--- config.mk ---
export PLATFORM = sky130hd
export DESIGN_NAME = div_ctrl_flat
export DESIGN_NICKNAME = d
export VERILOG_FILES = /design/src/rtl/div_ctrl_if.sv /design/src/rtl/div_ctrl.sv /design/src/flat_wrapper.sv
export SDC_FILE = /design/constraint.sdc
export NUM_CORES = 1
export LEC_CHECK = 0
export CAP_MARGIN = 5
export CELL_PAD_IN_SITES_DETAIL_PLACEMENT = 0
export CELL_PAD_IN_SITES_GLOBAL_PLACEMENT = 1
export CORE_MARGIN = 4
export CORE_UTILIZATION = 28
export CTS_CLUSTER_DIAMETER = 60
export DETAILED_ROUTE_END_ITERATION = 7
export GPL_ROUTABILITY_DRIVEN = 0
export PLACE_DENSITY_LB_ADDON = 0.2
export SYNTH_ARGS = -nofsm -noshare
export SYNTH_HDL_FRONTEND = slang
export SYNTH_SLANG_ARGS = --single-unit
--- constraint.sdc ---
create_clock -name clk -period 1.79 [get_ports clk]
set_input_delay 0.358 -clock clk [delete_from_list [all_inputs] [get_ports clk]]
set_output_delay 0.358 -clock clk [all_outputs]
set_load 0.01 [all_outputs]
--- src/rtl/div_ctrl_if.sv ---
// Handshake bundle between EX, div_ctrl and the shared radix-2 divider.
// The slave modport is the controller's view; master is the EX/divider side.
interface div_ctrl_if;
   logic        op_valid;
   logic        op_signed;
   logic [31:0] op_a;
   logic [31:0] op_b;
   logic        flush;
   logic        stall;
   logic        hilo_we;
   logic [31:0] hi_o;
   logic [31:0] lo_o;
   logic        div_valid;
   logic        div_sign;
   logic [31:0] div_a;
   logic [31:0] div_b;
   logic        div_ready;
   logic        div_run;
   logic [63:0] div_result;

   modport slave (
      input  op_valid, op_signed, op_a, op_b, flush, div_run, div_result,
      output stall, hilo_we, hi_o, lo_o, div_valid, div_sign, div_a, div_b, div_ready
   );

   modport master (
      output op_valid, op_signed, op_a, op_b, flush, div_run, div_result,
      input  stall, hilo_we, hi_o, lo_o, div_valid, div_sign, div_a, div_b, div_ready
   );
endinterface

--- src/rtl/div_ctrl.sv ---
// Sequences DIV/DIVU through the shared multi-cycle divider: launch, stall EX,
// capture the result into HI/LO, and drain an in-flight divide after a flush.
module div_ctrl (
   input logic       clk,
   input logic       rst,
   div_ctrl_if.slave bus
);

   typedef enum logic [2:0] {IDLE, START, BUSY, DONE, DRAIN} state_e;

   state_e      state_q, state_d;
   logic        div_valid_q, div_valid_d;
   logic        div_sign_q, div_sign_d;
   logic [31:0] div_a_q, div_a_d;
   logic [31:0] div_b_q, div_b_d;
   logic [31:0] hi_q, hi_d;
   logic [31:0] lo_q, lo_d;
   logic        stall;
   logic        hilo_we;
   logic        div_ready;

   always_comb begin
      state_d     = state_q;
      div_valid_d = 1'b0;
      div_sign_d  = div_sign_q;
      div_a_d     = div_a_q;
      div_b_d     = div_b_q;
      hi_d        = hi_q;
      lo_d        = lo_q;
      stall       = 1'b0;
      hilo_we     = 1'b0;
      div_ready   = 1'b0;
      case (state_q)
         IDLE: begin
            stall = bus.op_valid & ~bus.flush;
            if (bus.op_valid && !bus.flush) begin
               div_a_d     = bus.op_a;
               div_b_d     = bus.op_b;
               div_sign_d  = bus.op_signed;
               div_valid_d = 1'b1;
               state_d     = START;
            end
         end
         START: begin
            stall   = ~bus.flush;
            state_d = bus.flush ? DRAIN : BUSY;
         end
         BUSY: begin
            stall = ~bus.flush;
            if (bus.div_run) begin
               // The result is always consumed; a flush only suppresses the capture.
               div_ready = 1'b1;
               if (!bus.flush) begin
                  hi_d = bus.div_result[63:32];
                  lo_d = bus.div_result[31:0];
               end
               state_d = bus.flush ? IDLE : DONE;
            end else if (bus.flush) begin
               state_d = DRAIN;
            end
         end
         DONE: begin
            hilo_we = ~bus.flush;
            state_d = IDLE;
         end
         DRAIN: begin
            // The divider cannot be aborted, so a newly presented divide waits here.
            stall     = bus.op_valid;
            div_ready = bus.div_run;
            if (bus.div_run) state_d = IDLE;
         end
         default: state_d = IDLE;
      endcase
   end

   always_ff @(posedge clk) begin
      if (rst) begin
         state_q     <= IDLE;
         div_valid_q <= 1'b0;
         div_sign_q  <= 1'b0;
         div_a_q     <= '0;
         div_b_q     <= '0;
         hi_q        <= '0;
         lo_q        <= '0;
      end else begin
         state_q     <= state_d;
         div_valid_q <= div_valid_d;
         div_sign_q  <= div_sign_d;
         div_a_q     <= div_a_d;
         div_b_q     <= div_b_d;
         hi_q        <= hi_d;
         lo_q        <= lo_d;
      end
   end

   assign bus.stall     = stall;
   assign bus.hilo_we   = hilo_we;
   assign bus.div_ready = div_ready;
   assign bus.div_valid = div_valid_q;
   assign bus.div_sign  = div_sign_q;
   assign bus.div_a     = div_a_q;
   assign bus.div_b     = div_b_q;
   assign bus.hi_o      = hi_q;
   assign bus.lo_o      = lo_q;

endmodule
--- src/flat_wrapper.sv ---
// flat-port wrapper written by rule: the top's interface ports become plain ports
module div_ctrl_flat 
  (clk, rst, bus_op_valid, bus_op_signed, bus_op_a, bus_op_b, bus_flush, bus_div_run, bus_div_result, bus_stall, bus_hilo_we, bus_hi_o, bus_lo_o, bus_div_valid, bus_div_sign, bus_div_a, bus_div_b, bus_div_ready);
  div_ctrl_if bus_i ();
  input logic clk;
  input logic rst;
  input wire logic [$bits(bus_i.op_valid)-1:0] bus_op_valid;
  input wire logic [$bits(bus_i.op_signed)-1:0] bus_op_signed;
  input wire logic [$bits(bus_i.op_a)-1:0] bus_op_a;
  input wire logic [$bits(bus_i.op_b)-1:0] bus_op_b;
  input wire logic [$bits(bus_i.flush)-1:0] bus_flush;
  input wire logic [$bits(bus_i.div_run)-1:0] bus_div_run;
  input wire logic [$bits(bus_i.div_result)-1:0] bus_div_result;
  output wire logic [$bits(bus_i.stall)-1:0] bus_stall;
  output wire logic [$bits(bus_i.hilo_we)-1:0] bus_hilo_we;
  output wire logic [$bits(bus_i.hi_o)-1:0] bus_hi_o;
  output wire logic [$bits(bus_i.lo_o)-1:0] bus_lo_o;
  output wire logic [$bits(bus_i.div_valid)-1:0] bus_div_valid;
  output wire logic [$bits(bus_i.div_sign)-1:0] bus_div_sign;
  output wire logic [$bits(bus_i.div_a)-1:0] bus_div_a;
  output wire logic [$bits(bus_i.div_b)-1:0] bus_div_b;
  output wire logic [$bits(bus_i.div_ready)-1:0] bus_div_ready;
  assign bus_i.op_valid = bus_op_valid;
  assign bus_i.op_signed = bus_op_signed;
  assign bus_i.op_a = bus_op_a;
  assign bus_i.op_b = bus_op_b;
  assign bus_i.flush = bus_flush;
  assign bus_i.div_run = bus_div_run;
  assign bus_i.div_result = bus_div_result;
  assign bus_stall = bus_i.stall;
  assign bus_hilo_we = bus_i.hilo_we;
  assign bus_hi_o = bus_i.hi_o;
  assign bus_lo_o = bus_i.lo_o;
  assign bus_div_valid = bus_i.div_valid;
  assign bus_div_sign = bus_i.div_sign;
  assign bus_div_a = bus_i.div_a;
  assign bus_div_b = bus_i.div_b;
  assign bus_div_ready = bus_i.div_ready;
  div_ctrl u_core (.clk(clk), .rst(rst), .bus(bus_i));
endmodule
==> run summary <==
final hold vios: 0
Mapped Area: 5980 sq um
setup violators final: 3
ratio of cells with drive above 1 in the final layout: 0.0935
Top delay family on crit path: simple AND/OR/NAND/NOR gates
HP Class: primary input to flip-flop
Syn Inst Count: 591
P&R area growth vs syn: 65.0%
die width: 154 um
syn nets: 725
Clock Path Buffers: 2
Pwr Density: 799 nW/um^2
wire length per cell: 15.5 um
Yosys reg bits: 133
# nets final: 999
DP HPWL: 13000 um
clock-pin transition on the worst setup and hold timing paths: 60 ps
Yosys top cell area share: 0.445
fraction of the mapped netlist area in simple logic gates: 0.291
CTS tree: yes
Slew @ Worst Pin: 412 ps
gr usage total: 0.141
violated checks: setup timing
crit path launch: u_core.state_q[0]
Die H: 154 um
Slew headroom: 0.725
critical path's slowest cell: or3_4
largest net degree at the start of global routing: 73
arrival time worst endpoint: 2120 ps
WP buf/inv: 4
Max Fclk: 558 MHz
Synth Area in Compound Gates: 0.00293
worst skew pair latency: 410 ps
min Tclk post-route: 1790 ps
outcome: finished with violations
Synth area leaders: dfxtp_1 45%, nand2b_1 27%, mux2i_1 22%
DRC viols: 0
CTS Buf Count: 17
Sink Count: 133
Routed Antenna Nets: 0
placed instance count: 1112
Req. time, crit path: 2120 ps
FP Rows: 53
Worst Clk Skew: 10.1 ps
total gr overflow: 0
Final Core Density: 0.469
worst vdd ir: 0.509 mV
sequential element share of the synthesized area: 0.445
Starting Density: 0.284
FILL cells: 1927
xor-xnor portion of the synthesized cell area: 0.00293
non-filler cells, final: 1153
routed vias/inst: 4.24
final worst setup slack: -0.765 ps
most common cell after layout, fill and taps aside: clkdlybuf4s50_1
MaxCap Viol Count: 0
Slew Viols, Final: 0
initial antenna violation count: 1
Hold Crit Start: bus_flush
Pleak: 0.00352 uW
DRT Pass-1 Iters: 4
post-synth cell types: 26
Initial DRC Count: 135
Synth area leader: dfxtp_1
Top cell by count, worst path: buf_6
# hold bufs at CTS: 0
port buffer count: 266
H-tree depth: 4
Core ar.: 21000 sq um
Crit. End Element: flip-flop
first-pass GRT wire length: 26900 um
delay of the slowest cell on the worst path: 380 ps
synth warn: 0
worst path cell trace: or3_4 -> buf_6 -> nor3b_4 -> buf_6 -> buf_12 -> buf_16 -> mux2i_2
Post-Synth Adder-Cell Area: 0
RR Startpoint: u_core.state_q[0]
drt total wl: 17900 um
critical path class: flip-flop to flip-flop
die area: 23700 sq um
Tcrit/Tclk final: 1.00
largest family of logic cells by synthesized area: simple AND/OR/NAND/NOR gates
Top Ports: 267
Setup crit start kind: flip-flop
vias in the first global route: 5023
RSZ-0062 raised after global routing: yes
Max FO, Critical Path: 7
Root Buffer: clkbuf_16
commonest non-fill, non-tap cells in the layout: 261 x clkdlybuf4s50_1, 258 x nand2b_1, 130 x dfxtp_1, 125 x mux2i_1, 21 x clkbuf_16
Via Count: 4885
mux contribution to synthesized area: 0.216
syn_area_per_cell: 10.1 sq um
-- synthesized netlist by cell type, drive strengths merged --
| cell type | count |
|---|---|
| clkbuf | 30 |
| nand2b | 258 |
| nor3 | 1 |
| and3 | 1 |
| nor4bb | 1 |
| buf | 16 |
| mux2i | 129 |
| nor2 | 5 |
| a31oi | 1 |
| nor4 | 2 |
| dfxtp | 133 |
| nor4b | 2 |
| nor3b | 2 |
| xor2 | 1 |
| or3 | 1 |
| inv | 1 |
| xnor2 | 1 |
| nand2 | 3 |
| nor2b | 1 |
| a21oi | 1 |
| o22ai | 1 |
-- layer usage --
layer  vias up  track usage  routed length [um]
met1      2268        0.161                7320
li1       2453            -                   -
met5         -            0                   0
met4         0       0.0446                 274
met2       149        0.240                8810
met3        15       0.0599                1450
-- cell type report --
class,count,area [sq um],area share
diodes,1,2.50,0.000254
clock buffers,18,439,0.0445
clock inverters,13,181,0.0184
inverters,1,3.75,0.000381
multi-input cells,411,3100,0.314
flip-flops and latches,133,2670,0.271
well taps,275,344,0.0349
repair buffers,301,3130,0.317
-- kinds of logic after synthesis --
| logic type | after synthesis |
|---|---|
| AOI/OAI and AO/OA | 3 |
| xor gates and xnor gates | 2 |
| muxes | 129 |
| DFF | 133 |
| buffers and inverters | 47 |
| and+or+nand+nor | 277 |
-- worst reg2reg max path, cell delays in order (launching register included) --
cell,delay [ps]
dfxtp_4,360
or3_4,380
buf_6,130
nor3b_4,190
buf_6,150
buf_12,160
buf_16,150
mux2i_2,200
-- power by group --
part / internal (uW) / total, uW / switching, uW
clock network: 2360 / 3710 / 1350
logic: 700 / 1060 / 362
registers: 3050 / 3100 / 52.5
total: 6110 / 7880 / 1770
-- flip-flops by register name, indices dropped and copies added, names as in the netlist --
register / count
u_core.bus.div_a: 32
u_core.bus.div_b: 32
u_core.bus.div_sign: 1
u_core.bus.div_valid: 1
u_core.bus.hi_o: 32
u_core.bus.lo_o: 32
u_core.state_q: 3
-- through the flow --
| stage | power (uW) | worst slack, ps | hold slack (ps) | cell area [sq um] | setup TNS, ps |
|---|---|---|---|---|---|
| global route | 8180 | -68.2 | 333 | 9860 | -1850 |
| CTS | 7950 | -24.7 | 373 | 9670 | -179 |
| floorplan | 3580 | 45.0 | 435 | 5980 | 0 |
| global placement | 4160 | -423 | 457 | 9030 | -38050 |
| detailed placement | 4180 | -455 | 463 | 9030 | -44300 |
| finish | 7880 | -0.765 | 338 | 9860 | -1.75 |
-- path summary, 6_finish.rpt --
| check | cells past startpoint | to | slack, ps |
|---|---|---|---|
| min reg2reg | 2 | u_core.bus.lo_o[23] | 470 |
| min | 3 | u_core.state_q[1] | 340 |
| max reg2reg | 7 | u_core.bus.div_b[11] | -0.8 |
| max | 7 | u_core.bus.div_b[11] | -0.8 |
-- timing repair --
action                                  in CTS  in global routing
gates cloned                                 0                  4
endpoints found under the setup margin      62                 57
pin swaps                                    1                  4
buffers inserted                             0                  5
gates resized for setup                     19                 16
Power figures use the tool's default switching activity.
